File: config.mk
export PLATFORM = sky130hd
export DESIGN_NAME = seq_mac_accumulator
export DESIGN_NICKNAME = d
export VERILOG_FILES = /design/src/rtl/seq_mac_accumulator_pkg.sv /design/src/rtl/seq_mac_accumulator_ripple_carry_adder.sv /design/src/rtl/seq_mac_accumulator.sv
export SDC_FILE = /design/constraint.sdc
export NUM_CORES = 1
export LEC_CHECK = 0
export ABC_AREA = 1
export BUFFER_PORTS_ARGS = -buffer_cell sky130_fd_sc_hd__buf_4
export CAP_MARGIN = 20
export CELL_PAD_IN_SITES_DETAIL_PLACEMENT = 1
export CELL_PAD_IN_SITES_GLOBAL_PLACEMENT = 1
export CORE_ASPECT_RATIO = 0.5
export CORE_UTILIZATION = 45
export CTS_CLUSTER_SIZE = 25
export DETAILED_ROUTE_END_ITERATION = 7
export PLACE_DENSITY = 0.82
export SLEW_MARGIN = 20
export SYNTH_ARGS = -nofsm -noshare
export SYNTH_HDL_FRONTEND = slang
export SYNTH_SLANG_ARGS = --single-unit
File: constraint.sdc
create_clock -name clk -period 7.8 [get_ports clk]
set_input_delay 0.39 -clock clk [delete_from_list [all_inputs] [get_ports clk]]
set_output_delay 0.39 -clock clk [all_outputs]
set_load 0.005 [all_outputs]
File: src/rtl/seq_mac_accumulator_pkg.sv
// Shared definitions for the sequential multiply-accumulate stage.
// Contents: default operand/accumulator widths and the controller state type.
package seq_mac_accumulator_pkg;

  localparam int unsigned DefaultDataW = 8;
  localparam int unsigned DefaultAccW  = 20;

  typedef enum logic [1:0] {
    StIdle,
    StMul,
    StAcc,
    StHold
  } mac_state_e;

endpackage

File: src/rtl/seq_mac_accumulator_ripple_carry_adder.sv
// Ripple-carry adder built from a chain of full-adder cells.
// Ports:
//   a, b  in  W  addends
//   cin   in  1  carry into bit 0
//   sum   out W  a + b + cin, mod 2^W
//   cout  out 1  carry out of bit W-1
module seq_mac_accumulator_ripple_carry_adder #(
  parameter int unsigned W = 8
) (
  input  logic [W-1:0] a,
  input  logic [W-1:0] b,
  input  logic         cin,
  output logic [W-1:0] sum,
  output logic         cout
);

  logic carry;

  // Carry is walked bit by bit through a procedural variable so the chain
  // stays a single combinational path instead of a self-referencing vector.
  always_comb begin
    carry = cin;
    sum   = '0;
    for (int i = 0; i < int'(W); i++) begin
      sum[i] = a[i] ^ b[i] ^ carry;
      carry  = (a[i] & b[i]) | (carry & (a[i] ^ b[i]));
    end
    cout = carry;
  end

endmodule

File: src/rtl/seq_mac_accumulator.sv
// Sequential multiply-accumulate stage: one dot product per output.
// Each accepted (a, b) pair is multiplied by shift-and-add over DATA_W cycles,
// then added into a running sum; the sum is offered once the in_last pair is in.
// Ports:
//   clk, rst_n            clock, asynchronous active-low reset
//   in_valid/in_ready     operand pair handshake (in_ready registered, high only when idle)
//   in_a, in_b, in_last   multiplicand, multiplier, final-element flag
//   out_valid/out_ready   result handshake
//   out_sum               dot-product sum mod 2^ACC_W
//   out_ovf               sticky: an accumulate add carried out of ACC_W
module seq_mac_accumulator
  import seq_mac_accumulator_pkg::*;
#(
  parameter int unsigned DATA_W = DefaultDataW,
  parameter int unsigned ACC_W  = DefaultAccW
) (
  input  logic              clk,
  input  logic              rst_n,
  input  logic              in_valid,
  output logic              in_ready,
  input  logic [DATA_W-1:0] in_a,
  input  logic [DATA_W-1:0] in_b,
  input  logic              in_last,
  output logic              out_valid,
  input  logic              out_ready,
  output logic [ACC_W-1:0]  out_sum,
  output logic              out_ovf
);

  localparam int unsigned ProdW = 2 * DATA_W;
  localparam int unsigned CntW  = (DATA_W > 1) ? $clog2(DATA_W) : 1;
  localparam logic [CntW-1:0] CntLast = CntW'(DATA_W - 1);

  mac_state_e        state_q, state_d;
  logic              in_ready_q, out_valid_q, last_q, ovf_q;
  logic [DATA_W-1:0] mcand_q, mplier_q;
  logic [CntW-1:0]   cnt_q;
  logic [ProdW-1:0]  prod_q, prod_addend, prod_sum;
  logic [ACC_W-1:0]  acc_q, acc_sum, prod_ext;
  logic              acc_cout, prod_cout_unused;
  logic              accept, out_fire;

  assign accept   = in_valid & in_ready_q & (state_q == StIdle);
  assign out_fire = out_valid_q & out_ready;

  // Partial product for this step: multiplicand weighted by the current bit position.
  assign prod_addend = mplier_q[0] ? (ProdW'(mcand_q) << cnt_q) : '0;
  assign prod_ext    = ACC_W'(prod_q);

  // The product never exceeds 2*DATA_W bits, so this carry-out is always zero.
  seq_mac_accumulator_ripple_carry_adder #(
    .W (ProdW)
  ) u_prod_add (
    .a    (prod_q),
    .b    (prod_addend),
    .cin  (1'b0),
    .sum  (prod_sum),
    .cout (prod_cout_unused)
  );

  seq_mac_accumulator_ripple_carry_adder #(
    .W (ACC_W)
  ) u_acc_add (
    .a    (acc_q),
    .b    (prod_ext),
    .cin  (1'b0),
    .sum  (acc_sum),
    .cout (acc_cout)
  );

  always_comb begin
    state_d = state_q;
    unique case (state_q)
      StIdle:  if (accept) state_d = StMul;
      StMul:   if (cnt_q == CntLast) state_d = StAcc;
      StAcc:   state_d = last_q ? StHold : StIdle;
      StHold:  if (out_fire) state_d = StIdle;
      default: state_d = StIdle;
    endcase
  end

  always_ff @(posedge clk or negedge rst_n) begin
    if (!rst_n) begin
      state_q     <= StIdle;
      in_ready_q  <= 1'b0;
      out_valid_q <= 1'b0;
      last_q      <= 1'b0;
      ovf_q       <= 1'b0;
      mcand_q     <= '0;
      mplier_q    <= '0;
      cnt_q       <= '0;
      prod_q      <= '0;
      acc_q       <= '0;
    end else begin
      state_q     <= state_d;
      // Ready only once the controller has settled in idle for a full cycle,
      // which gives the DATA_W+2 turnaround and the post-reset rise.
      in_ready_q  <= (state_q == StIdle) && (state_d == StIdle);
      out_valid_q <= (state_q == StHold) && !out_fire;
      unique case (state_q)
        StIdle: begin
          if (accept) begin
            mcand_q  <= in_a;
            mplier_q <= in_b;
            last_q   <= in_last;
            prod_q   <= '0;
            cnt_q    <= '0;
          end
        end
        StMul: begin
          prod_q   <= prod_sum;
          mplier_q <= mplier_q >> 1;
          cnt_q    <= cnt_q + 1'b1;
        end
        StAcc: begin
          acc_q <= acc_sum;
          if (acc_cout) ovf_q <= 1'b1;
        end
        StHold: begin
          if (out_fire) begin
            acc_q <= '0;
            ovf_q <= 1'b0;
          end
        end
        default: ;
      endcase
    end
  end

  assign in_ready  = in_ready_q;
  assign out_valid = out_valid_q;
  assign out_sum   = acc_q;
  assign out_ovf   = ovf_q;

endmodule

# Word level (Yosys, flattened, before mapping)
# Cells that the tools add are included.
# classes
n_reduce_logical,11
mux,17
div,0
shifts,1
n_addsub,1
multipliers,0
eq_ne,7
n_bitwise,162
order_cmp,0
# ops
cell,n
AND 1 bit,67
bitwise XOR 1 bit,66
one-hot mux 20 bit (2 select lines),1
2-to-1 mux 16 bit,2
one-hot mux 16 bit (2 select lines),1
bitwise OR 1 bit,29
2-to-1 mux 20 bit,1
one-hot mux 8 bit (2 select lines),1
left shift 8 x 3 -> 16 bit,1
2-to-1 mux 2 bit,4
2-to-1 mux 8 bit,1
one-hot mux 2 bit (4 select lines),1
inequality test 2 bit (second input constant),3
one-hot mux 3 bit (2 select lines),1
AND reduction 2 bit,3
== test 2 bit (second input constant),2
zero test 2 bit,2
nonzero test 2 bit,2
adder 3 x 1 -> 3 bit (second input constant),1
== test 3 bit (second input constant),1
2-to-1 mux 3 bit,1
AND reduction 3 bit,1
== test 2 x 1 -> 1 bit (second input constant),1
logical AND 1 bit,2
3 further kinds,4
# totals
latchBits,0
input_bits,21
wordCells,209
n_memories,0
out_inout_bits,23
regBits,61
ramBits,0
rom_bits,0

# Logic depth before layout (Yosys ltp)
# logic_depth
depth_word,37
depth_mapped,26

# By module
# From an unflattened synthesis, not the netlist that was laid out.
# hier_totals
cells_unflattened,428
hier_area_um2,3718.6
# modules_own_cells
module,cells_each,instances,area_each_um2
seq_mac_accumulator,372,1,2922.8
seq_mac_accumulator_ripple_carry_adder at u_acc_add,30,1,437.9
seq_mac_accumulator_ripple_carry_adder at u_prod_add,26,1,357.8

# Worst setup path before layout
# OpenSTA, ideal clock, no wires.
# synth_timing
path_kind,register to register
start,reg acc_q[0] (netlist: out_sum[0])
end,reg ovf_q (netlist: out_ovf)
stages_incl_launch_ff,27
path_slack_ps,886
t_arrival_ps,6798
t_required_ps,7684
synth_period_minus_slack_ps,6914
n_path_buf,0
setup_time_ps,116
cell_sequence,dfrtp_1 > ha_1 > inv_1 > fa_1 > fa_1 > fa_1 > fa_1 > fa_1 > fa_1 > fa_1 > fa_1 > fa_1 > fa_1 > fa_1 > fa_1 > fa_1 > fa_1 > inv_1 > fa_1 > ha_1 > ha_1 > ha_1 > ha_1 > or2_2 > nand2_1 > nand2_1 > nand2_1
# synth_between
elab_chain_len,37
# synth_lines
element,line_no,source
"start, declared",seq_mac_accumulator.sv:39,"logic [ACC_W-1:0] acc_q, acc_sum, prod_ext;"
"start signal, assigned",seq_mac_accumulator.sv:116,acc_q <= acc_sum;
AND 1 bit (2 in a row),seq_mac_accumulator_ripple_carry_adder.sv:26,carry = (a[i] & b[i]) | (carry & (a[i] ^ b[i]));
bitwise OR 1 bit,seq_mac_accumulator_ripple_carry_adder.sv:26,
AND 1 bit,seq_mac_accumulator_ripple_carry_adder.sv:26,
bitwise OR 1 bit,seq_mac_accumulator_ripple_carry_adder.sv:26,
AND 1 bit,seq_mac_accumulator_ripple_carry_adder.sv:26,
bitwise OR 1 bit,seq_mac_accumulator_ripple_carry_adder.sv:26,
AND 1 bit,seq_mac_accumulator_ripple_carry_adder.sv:26,
bitwise OR 1 bit,seq_mac_accumulator_ripple_carry_adder.sv:26,
[17 not listed],-,
bitwise OR 1 bit,seq_mac_accumulator_ripple_carry_adder.sv:26,
AND 1 bit,seq_mac_accumulator_ripple_carry_adder.sv:26,
bitwise OR 1 bit,seq_mac_accumulator_ripple_carry_adder.sv:26,
AND 1 bit,seq_mac_accumulator_ripple_carry_adder.sv:26,
bitwise OR 1 bit,seq_mac_accumulator_ripple_carry_adder.sv:26,
AND 1 bit (4 in a row),seq_mac_accumulator_ripple_carry_adder.sv:26,
inequality test 2 bit (no line),-,
AND reduction 3 bit (no line),-,
"end signal, assigned",seq_mac_accumulator.sv:88,ovf_q <= 1'b0;
"end signal, assigned",seq_mac_accumulator.sv:117,if (acc_cout) ovf_q <= 1'b1;
"end signal, assigned",seq_mac_accumulator.sv:122,ovf_q <= 1'b0;
"end, declared",seq_mac_accumulator.sv:35,"logic in_ready_q, out_valid_q, last_q, ovf_q;"
# Every way passes these cells.
# A chain may end at the register's enable or synchronous reset.

# Worst setup path after layout
# layout_timing
start,reg prod_q[0]
end,reg ovf_q (netlist: out_ovf)
# layout_between
elab_chain_len,37
# layout_lines
element,line_no,source
"start, declared",seq_mac_accumulator.sv:38,"logic [ProdW-1:0] prod_q, prod_addend, prod_sum;"
"start signal, assigned",seq_mac_accumulator.sv:111,prod_q <= prod_sum;
AND 1 bit (2 in a row),seq_mac_accumulator_ripple_carry_adder.sv:26,
bitwise OR 1 bit,seq_mac_accumulator_ripple_carry_adder.sv:26,
AND 1 bit,seq_mac_accumulator_ripple_carry_adder.sv:26,
bitwise OR 1 bit,seq_mac_accumulator_ripple_carry_adder.sv:26,
AND 1 bit,seq_mac_accumulator_ripple_carry_adder.sv:26,
bitwise OR 1 bit,seq_mac_accumulator_ripple_carry_adder.sv:26,
AND 1 bit,seq_mac_accumulator_ripple_carry_adder.sv:26,
bitwise OR 1 bit,seq_mac_accumulator_ripple_carry_adder.sv:26,
[17 not listed],-,
bitwise OR 1 bit,seq_mac_accumulator_ripple_carry_adder.sv:26,
AND 1 bit,seq_mac_accumulator_ripple_carry_adder.sv:26,
bitwise OR 1 bit,seq_mac_accumulator_ripple_carry_adder.sv:26,
AND 1 bit,seq_mac_accumulator_ripple_carry_adder.sv:26,
bitwise OR 1 bit,seq_mac_accumulator_ripple_carry_adder.sv:26,
AND 1 bit (4 in a row),seq_mac_accumulator_ripple_carry_adder.sv:26,
inequality test 2 bit (no line),-,
AND reduction 3 bit (no line),-,
# Every way passes these cells.

==> impl_metrics.yaml <==
synth:
  yosys-top-cells-area: "dfrtp_1 44%, fa_1 17%, nand2_1 9.1%"
  syn-instance-count: 378
  syn-num-nets: 436
  yosysTopAreaCell: "dfrtp_1"
  synth-adder-area-share_pct: 19.4
  synth_top_area_share_pct: 43.6
  synth-compound-area-share_pct: 9.43
  ys_types: 22
  netlist_area_sq_um: 3500
  muxShareOfSynthArea_pct: 0
  synthSimpleGateAreaFrac_pct: 17.5
  ys_ff_latch: 61
  synth_warnings: 0
  avgSynthCellArea_sq_um: 9.26
  synth_xor_area_share_pct: 0.250
  synth_seq_area_share_pct: 43.6
  synth_top_family_by_area: "adder cells"
setup_path:
  cpMostUsedCell: "fa_1"
  critPathTopFamily: "adder cells"
  startpoint_type: "flop"
  critPathRequiredTime_ns: 8.02
  path_buf_inv: 2
  r2r_slack_ns: 0.32
  worstPathArrival_ns: 7.70
  critical_path.endpoint_type: "flop"
  path_class: "reg -> reg"
  max_stage_delay_ns: 0.42
  path_max_fanout: 3
  crit_slowest_cell: "fa_1"
hold_path:
  hp-class: "in -> async"
die:
  core-area_sq_um: 7430
  placementRows: 22
  pin_count: 44
  initial_core_util_pct: 47.1
  die_w_um: 127
  die_h_um: 64.4
  die_area_sq_um: 8160
sta:
  grt_setup_unrepaired: "false"
  fin_setup_tns_ns: 0
  finClkSkew_ns: 0.00890
  finalMaxSlewViolations: 0
  finalCriticalPeriod_ns: 7.48
  max_slew_margin_pct: 26.2
  setup_ws_ns: 0.320
  worst_pin_slew_ns: 1.11
  clock.fmax_ghz: 0.134
  setup_viol: 0
  post-route-period-util_pct: 95.9
  holdWs_ns: 0.150
  hold_viol: 0
detailed_routing:
  wl_per_cell_um: 17.9
  first_pass_iters: 4
  ant_nets: 0
  drtIter0Drc: 128
  wirelength_um: 9240
  vias: 2739
  route.detailed.drc: 0
  vias_per_cell: 5.30
clock_network:
  clk_latency_ns: 0.33
  htree_levels: 3
  post_cts_buffers: 0
  cts.sinks: 61
  cts.reportedPaths.clkPinSlew_ns: 0.06
  cts_root_buf: "clkbuf_16"
  postCtsHoldBufs: 0
  cts_tree: "done"
  clockBufferDepth: 2
  cts_buffers: 9
layout:
  area_growth_syn_to_layout_pct: 18.2
  diodes: 0
  drive_above_1_share_pct: 16.6
  n_fill_cell: 862
  finalNetCount: 474
  postLayoutCoreUtil_pct: 55.7
grt:
  grt_pass1_vias: 2991
  grt_remaining_overflow: 0
  grt.total_usage_pct: 25.5
  grt_max_degree: 62
  grt_antenna_before_repair: 0
  grt_pass1_wl_um: 15400
run:
  maxCapViolCount: 0
place:
  io_buffers: 43
  gp_congestion: 0.837
  pre_cts_slack_ns: 0.398
  hpwl_um: 6470
pwr:
  p_leak_nw: 1.95
  ir_drop_v: 0.000152
  powerDensity_nw_per_um2: 402
outcome:
  outcome: "complete, no violations"
## metal layers
layer	wire [um]	track usage, %
met1	4300	32.9
met2	4350	41.6
met3	447	7.62
met4	152	8.04
met5	0	0
## worst register-to-register path, delay by kind of cell, from the launching register on
| family | cells | cell delay, ns |
|---|---|---|
| adder cells (fa/ha/maj) | 20 | 6.51 |
| flip-flops | 1 | 0.39 |
| buffers and inverters | 2 | 0.13 |
| AND/OR/NAND/NOR | 4 | 0.37 |
## cell usage after synthesis, drive strengths merged
cell / number
o21ai: 27
or2: 1
nor2: 5
o22ai: 27
nand2: 86
dfrtp: 61
buf: 14
nand3: 50
clkbuf: 3
ha: 8
xor2: 1
clkinv: 1
nand4: 1
fa: 29
inv: 63
nor4: 1
## cell usage in the layout, fill, tap and decap left out, types with 4 or more instances in the layout
cell type  synthesis  final
o22ai_1           27     27
inv_1             62     62
buf_4              1     44
nor2_1             5      5
o21ai_2            7      7
clkbuf_16          0      9
nand2_1           85     85
fa_1              29     28
dfrtp_1           61     61
o21ai_1            4      4
nand3_1           50     50
ha_1               8      8
o21ai_0           16     16
## state kept, by name, summed over array words and instances (netlist names)
name       cells
state_q        2
mcand_q        8
out_sum       20
in_ready       1
mplier_q       8
cnt_q          3
last_q         1
out_valid      1
out_ovf        1
prod_q        16
## layout make-up
type | instances | area, sq um | share of cell area, %
multi-input cells | 236 | 1640 | 39.7
flip-flops and latches | 61 | 1530 | 36.9
repair buffers | 44 | 330 | 7.98
clock buffers | 13 | 260 | 6.29
inverters | 64 | 240 | 5.80
well taps | 96 | 120 | 2.90
clock inverters | 3 | 20.0 | 0.484
## what timing repair did
action / in CTS / in global routing
hold endpoints to repair: 0 / 0
setup endpoints to repair: 0 / 3
gates resized for setup: 0 / 2
## where the power goes
part           leakage [nW]  switching, W  internal (W)
clock network         0.132      0.000139      0.000232
logic                  1.03      0.000465      0.000280
registers             0.781      0.000101      0.000449
## metrics by stage
step	instance area, sq um	total power [W]	std cells
final	4140	0.00167	517
after global routing	4140	0.00180	517
after CTS	4130	0.00168	517
after detailed placement	3850	0.00127	501
after global placement	3850	0.00120	501
after floorplan	3500	0.00101	378
## final timing paths
check,start,to,cells after the start
worst max-delay path,prod_q[0],out_ovf,26
worst min-delay path,rst_n,prod_q[9],1
worst max register to register,prod_q[0],out_ovf,26
worst min register to register,last_q,last_q,2
max in group asynchronous,rst_n,last_q,1
min in group clk,in_a[2],mcand_q[2],3
## kinds of logic (layout without fill, tap and decap cells)
logic type | count (synthesis) | in the layout
adder cells (fa/ha/maj) | 37 | 37
flip-flops | 61 | 61
AND/OR/NAND/NOR | 144 | 144
AO/OA/AOI/OAI | 54 | 54
XOR/XNOR | 1 | 1
buffers and inverters | 81 | 124
Note: power is estimated with default switching activity, not from simulation.
